**src/rtl/regfile_wb_arbiter.sv**
```systemverilog
// Register-file write-port arbiter: merges always-accepted pipeline writebacks with
// queued long-latency writes, killing queued writes made stale by younger primaries.
module regfile_wb_arbiter #(
  parameter int unsigned DEPTH  = 4,
  parameter int unsigned DATA_W = 32
) (
  input  logic              clk,
  input  logic              rst_n,
  input  logic              p_we,
  input  logic [4:0]        p_wa,
  input  logic [DATA_W-1:0] p_wd,
  input  logic              s_valid,
  output logic              s_ready,
  input  logic [4:0]        s_wa,
  input  logic [DATA_W-1:0] s_wd,
  output logic              we3,
  output logic [4:0]        wa3,
  output logic [DATA_W-1:0] wd3,
  output logic              busy
);

  localparam int unsigned PTR_W = $clog2(DEPTH);
  localparam int unsigned CNT_W = PTR_W + 1;

  logic [4:0]        addr_q [DEPTH];
  logic [4:0]        addr_d [DEPTH];
  logic [DATA_W-1:0] data_q [DEPTH];
  logic [DATA_W-1:0] data_d [DEPTH];
  logic [DEPTH-1:0]  live_q, live_d;
  logic [PTR_W-1:0]  wr_ptr_q, wr_ptr_d, rd_ptr_q, rd_ptr_d;
  logic [CNT_W-1:0]  cnt_q, cnt_d;
  logic              we3_q, we3_d;
  logic [4:0]        wa3_q, wa3_d;
  logic [DATA_W-1:0] wd3_q, wd3_d;

  logic p_act, s_hs, s_push, head_valid, head_live, pop;

  // Handshake and pop decisions; s_ready depends only on registered occupancy.
  assign s_ready    = (cnt_q < CNT_W'(DEPTH));
  assign busy       = (cnt_q != '0);
  assign p_act      = p_we && (p_wa != 5'd0);
  assign s_hs       = s_valid && s_ready;
  assign s_push     = s_hs && (s_wa != 5'd0) && !(p_act && (p_wa == s_wa));
  assign head_valid = (cnt_q != '0);
  assign head_live  = head_valid && live_q[rd_ptr_q];
  assign pop        = head_valid && (!head_live || !p_act);

  always_comb begin
    addr_d   = addr_q;
    data_d   = data_q;
    live_d   = live_q;
    wr_ptr_d = wr_ptr_q;
    rd_ptr_d = rd_ptr_q;
    we3_d    = 1'b0;
    wa3_d    = wa3_q;
    wd3_d    = wd3_q;

    // A primary write is younger than anything queued, so same-address entries die.
    for (int i = 0; i < DEPTH; i++) begin
      if (p_act && (addr_q[i] == p_wa)) live_d[i] = 1'b0;
    end

    if (s_push) begin
      addr_d[wr_ptr_q] = s_wa;
      data_d[wr_ptr_q] = s_wd;
      live_d[wr_ptr_q] = 1'b1;
      wr_ptr_d         = wr_ptr_q + PTR_W'(1);
    end

    if (p_act) begin
      we3_d = 1'b1;
      wa3_d = p_wa;
      wd3_d = p_wd;
    end else if (head_live) begin
      we3_d = 1'b1;
      wa3_d = addr_q[rd_ptr_q];
      wd3_d = data_q[rd_ptr_q];
    end

    if (pop) begin
      live_d[rd_ptr_q] = 1'b0;
      rd_ptr_d         = rd_ptr_q + PTR_W'(1);
    end

    cnt_d = cnt_q + CNT_W'(s_push) - CNT_W'(pop);
  end

  always_ff @(posedge clk or negedge rst_n) begin
    if (!rst_n) begin
      for (int i = 0; i < DEPTH; i++) begin
        addr_q[i] <= '0;
        data_q[i] <= '0;
      end
      live_q   <= '0;
      wr_ptr_q <= '0;
      rd_ptr_q <= '0;
      cnt_q    <= '0;
      we3_q    <= 1'b0;
      wa3_q    <= '0;
      wd3_q    <= '0;
    end else begin
      addr_q   <= addr_d;
      data_q   <= data_d;
      live_q   <= live_d;
      wr_ptr_q <= wr_ptr_d;
      rd_ptr_q <= rd_ptr_d;
      cnt_q    <= cnt_d;
      we3_q    <= we3_d;
      wa3_q    <= wa3_d;
      wd3_q    <= wd3_d;
    end
  end

  assign we3 = we3_q;
  assign wa3 = wa3_q;
  assign wd3 = wd3_q;

endmodule
```
**config.mk**
```make
export PLATFORM = sky130hd
export DESIGN_NAME = regfile_wb_arbiter
export DESIGN_NICKNAME = d
export VERILOG_FILES = /design/src/rtl/regfile_wb_arbiter.sv
export SDC_FILE = /design/constraint.sdc
export NUM_CORES = 1
export LEC_CHECK = 0
export BUFFER_PORTS_ARGS = -buffer_cell sky130_fd_sc_hd__buf_2
export CAP_MARGIN = 20
export CORE_ASPECT_RATIO = 1.1
export CORE_MARGIN = 4
export CORE_UTILIZATION = 25
export DETAILED_ROUTE_END_ITERATION = 10
export GPL_ROUTABILITY_DRIVEN = 0
export REMOVE_ABC_BUFFERS = 1
export SLEW_MARGIN = 0
export SYNTH_ARGS = -nofsm -noshare
export SYNTH_HDL_FRONTEND = slang
export SYNTH_SLANG_ARGS = --single-unit
```
**constraint.sdc**
```tcl
create_clock -name clk -period 3.55 [get_ports clk]
set_clock_uncertainty 0.15 [all_clocks]
set_input_delay 0.1775 -clock clk [delete_from_list [all_inputs] [get_ports clk]]
set_output_delay 0.1775 -clock clk [all_outputs]
set_load 0.03 [all_outputs]
```
==> metrics.md <==
| Metric | Value |
|---|---|
| Per-instance average area after synthesis | 14.7 um^2 |
| Average routed wire per standard cell | 16.1 um |
| Data required time of the worst path | between 3000 and 4000 ps |
| Slowest library cell on the worst path | sky130_fd_sc_hd__or4_4 |
| Worst setup path startpoint | p_wa[2] |
| Hold path startpoint | p_we |
| Post-layout net count | 894 |
| Worst slew margin | 40.2% |
| Worst Path Arrival | 3280 ps |
| Initial antenna violation count | 1 |
| Buf+Inv Stages, Crit Path | 5 |
| Final wirelength | 21.0 mm |
| Total number of vias | 5585 |
| Detailed-routing iteration count for the pre-antenna-repair pass | 4 |
| Summed instance area of the synthesized netlist | 0.00917 mm^2 |
| Final Power | 10.2 mW |
| Most numerous cell in the Yosys netlist | sky130_fd_sc_hd__dfrtp_1 |
| Critical Path Most Common Cell | sky130_fd_sc_hd__inv_1 |
| Later-pin clock latency in the skew report | between 400 and 500 ps |
| Maximum level of the CTS H-tree | 4 |
| Clock-pin slew on the worst setup and hold paths | 80 ps |
| Non-filler instance count after layout | about 1.3k |
| Simple-Gate Fraction of Synth Area | 2.94% |
| Number of rows created at floorplan | 73 |
| Critical R2R Launch | rd_ptr_q[0] |
| Register area share after synthesis | 53.8% |
| Share of the synthesized area in compound gates (AO/OA/AOI/OAI) | approximately 3.2% |
| Actual slew at the worst max-slew pin | 896 ps |
| CTS Buffer Depth | 2 |
| Die Width | 191 um |
| DRC errors left | 0 |
| Mean number of vias per cell | roughly 4.3 |
| Share of flip-flops with an asynchronous set or reset after synthesis | 100% |
| Via count of the first global-routing pass | 6084 |
| Share of synthesized area spent on multiplexers | 32.5% |
| Slack of the worst reg-to-reg path | roughly 820 ps |
| Power density of the placed cells | 876 mW/mm^2 |
| Peak supply drop | 0.489 mV |
| Ratio of cells with drive above 1 in the final layout | 43.3% |
| Fraction of power consumed by sequential logic | 39.1% |
| Count of pins over their slew limit | 0 |
| Most used flip-flop cell after synthesis | sky130_fd_sc_hd__dfrtp_1 |
| Warning count from the yosys run | 0 |
| Depth of the worst register-to-register path | 10 |
| Root Buffer Master | sky130_fd_sc_hd__clkbuf_16 |
| Initial Util | 25.3% |
| Largest cells by area after synthesis | sky130_fd_sc_hd__dfrtp_1, sky130_fd_sc_hd__mux2_2, sky130_fd_sc_hd__mux4_2, sky130_fd_sc_hd__mux2i_1, sky130_fd_sc_hd__mux2_4 |
| Worst Path Max Fanout | 7 |
| Endpoint of the worst-slack reg-to-reg timing path | cnt_q[2] |
| Hold Crit Endpoint | wa3[1] |
| HP Class | input pin to flip-flop |
| Highest clock rate | approximately 330 MHz |
| Met1 capacity usage during global routing | between 10% and 20% |
| XOR/XNOR Fraction of Synth Area | 2.77% |
| Grt ovf | 0 |
| First-pass GRT wire length | 34.1 mm |
| DPL Wire Length | 13.6 mm |
| Synth top area share | 53.8% |
| Post-Place Cell Area | 0.0103 mm^2 |
| Area growth syn-to-layout | 27.0% |
| Number of hold violations in the final report | 0 |
| Portion of total power attributed to the clock network | around 19% |
| Element type at the critical path start | input pin |
| Leakage dissipation | 5.01 nW |
| Dpl cells | between 1k and 1.5k |
| Outcome | completed |
| Initial DRC Count | slightly below 200 |
| Sequence of cells on the critical path | dlygate4sd3_1, buf_2, or4_4, o21ai_4, or4_1, and3_1, inv_1, ha_1, inv_1, ha_1, inv_1, fa_1, xnor2_1, xnor2_1 |
| Sw Ratio | 34.4% |
| Die ar. | 0.0398 mm^2 |
| Postcts setup bufs | 0 |
| Post-route design area | 0.0116 mm^2 |
| Number of I/O port buffers | 117 |
| Delay of the slowest cell on the worst path | ~560 ps |
| Area leader, netlist | sky130_fd_sc_hd__dfrtp_1 |
| Sink Count | 197 |
| Adder-cell share of the synthesized area | under 10% |
| Cell variety after synth | 35 |
| Met2 usage | 17.4% |
| Number of CTS-inserted buffers | 17 |
| Most numerous cell types in the synthesized netlist | sky130_fd_sc_hd__dfrtp_1, sky130_fd_sc_hd__mux2_2, sky130_fd_sc_hd__nor2_1, sky130_fd_sc_hd__mux4_2 |
| # Max-Cap Violations | 0 |
| Number of enable flip-flop cells after synthesis | 0 |
| Net switching component of the power | 3.51 mW |
| Combinational Power Share | 41.5% |
| Die H | 209 um |
| Number of stages on the worst hold path | 4 |
| Finish-stage setup viols | 0 |
| Cell-internal power | about 6.7 mW |
| Number of nets with antenna violations after detailed routing | 0 |
| Endpoint kind of the worst setup timing path | flip-flop |
| Core region area | 0.0362 mm^2 |
| Number of synthesized register bits | 197 |
| Critical path depth | 14 |
| IO Pins | 118 |
| Main combinational cell family by area after synthesis | multiplexers |
| Minimum clock period after layout | 3060 ps |
| Busiest grt layer | met2 |
| Global-route met3 utilization | 2.59% |
| Worst setup path class | input pin to flip-flop |
| GRT Overall Usage | 10.9% |
| Hold Slack | 127 ps |
| Post-route fraction of the period consumed by the critical path | around 86% |
| Total negative slack | 0 ps |
| Maximum number of pins on one net before global-route repair | 109 |
| Unrepaired setup endpoints after global routing | no |
| Gate count after technology mapping | 622 |
| Dominant delay contributor by cell family on the critical path | simple AND/OR/NAND/NOR gates |
| TritonCTS clock tree | yes |
worst max path at each step:
stage | endpoint
finish | cnt_q[2]
global route | cnt_q[2]
CTS | cnt_q[2]
detailed placement | cnt_q[2]
global placement | cnt_q[2]
floorplan | addr_q[19]
layer usage:
metal | wire [um] | share of wire, % | up-vias
met4 | 314 | 1.5 | 0
li1 | - | - | 2620
met1 | 9880 | 47 | 2850
met2 | 10100 | 48 | 95
met3 | 756 | 3.6 | 20
met5 | 0 | 0 | -
metrics by stage:
step,setup WS (ps),utilization [%]
2_1_floorplan,-771,-
3_3_place_gp,626,28.4
3_5_place_dp,604,28.5
4_1_cts,502,32.2
5_1_grt,370,32.2
6_report,487,32.2
timing repair:
item,in CTS,in global routing
resized for setup,0,0
hold buffers,75,0
endpoints found under the hold margin,291,0
power groups by stage:
stage	combinational, mW	clock [mW]	sequential [mW]
final	4.23	1.98	3.98
after global routing	4.62	2.16	4.14
after CTS	4.34	2.07	4.00
after detailed placement	4.27	0	4.03
after global placement	4.17	0	3.99
after floorplan	2.64	0	4.45
sequential cells by signal, summed over array words and instances (netlist names):
register  cells
we3           1
addr_q       20
data_q      128
rd_ptr_q      2
wr_ptr_q      2
live_q        4
wa3           5
cnt_q         3
wd3          32
layout make-up:
cell class | count | area (um^2)
antenna | 1 | 2.50
clock buffer | 17 | 425
clock inverter | 14 | 166
fill | 3610 | 24500
inverter | 10 | 37.5
multi-input combinational | 373 | 3960
sequential | 197 | 4930
tap | 487 | 609
timing repair buffer | 206 | 1500
worst min-delay path: stages:
cell and delay [ps]:
sky130_fd_sc_hd__buf_2 130, sky130_fd_sc_hd__o21ai_4 80, sky130_fd_sc_hd__buf_4 200, sky130_fd_sc_hd__a21oi_1 80
cell usage in the layout (no fill, tap or decap), types with 2 or more instances in the layout:
cell type                       instances
sky130_fd_sc_hd__inv_6                  5
sky130_fd_sc_hd__mux2_1                 4
sky130_fd_sc_hd__mux4_2                38
sky130_fd_sc_hd__nand2_1                3
sky130_fd_sc_hd__buf_12                 4
sky130_fd_sc_hd__dlygate4sd3_1         75
sky130_fd_sc_hd__dfrtp_1              195
sky130_fd_sc_hd__mux2_2               126
sky130_fd_sc_hd__nand3_1                8
sky130_fd_sc_hd__mux2i_1               37
sky130_fd_sc_hd__a21oi_1               37
sky130_fd_sc_hd__clkinvlp_4             2
sky130_fd_sc_hd__a2bb2oi_1              4
sky130_fd_sc_hd__xor2_1                10
sky130_fd_sc_hd__nor2_1                38
sky130_fd_sc_hd__inv_8                  3
sky130_fd_sc_hd__ha_1                  10
sky130_fd_sc_hd__mux2_4                19
sky130_fd_sc_hd__buf_2                117
sky130_fd_sc_hd__bufinv_16              2
sky130_fd_sc_hd__xnor2_1               19
sky130_fd_sc_hd__clkbuf_16             17
sky130_fd_sc_hd__buf_4                  9
sky130_fd_sc_hd__o41a_1                 4
sky130_fd_sc_hd__inv_1                 10
sky130_fd_sc_hd__nor2_4                 3
cell families (layout without fill, tap and decap cells):
kind of cell / after synthesis / after routing
multiplexers: 224 / 224
AND/OR/NAND/NOR: 61 / 61
adder cells (fa/ha/maj): 11 / 11
XOR/XNOR: 29 / 29
other: 0 / 1
flip-flops: 197 / 197
AO/OA/AOI/OAI: 48 / 48
buffers and inverters: 52 / 247
Power figures use the tool's default switching activity.
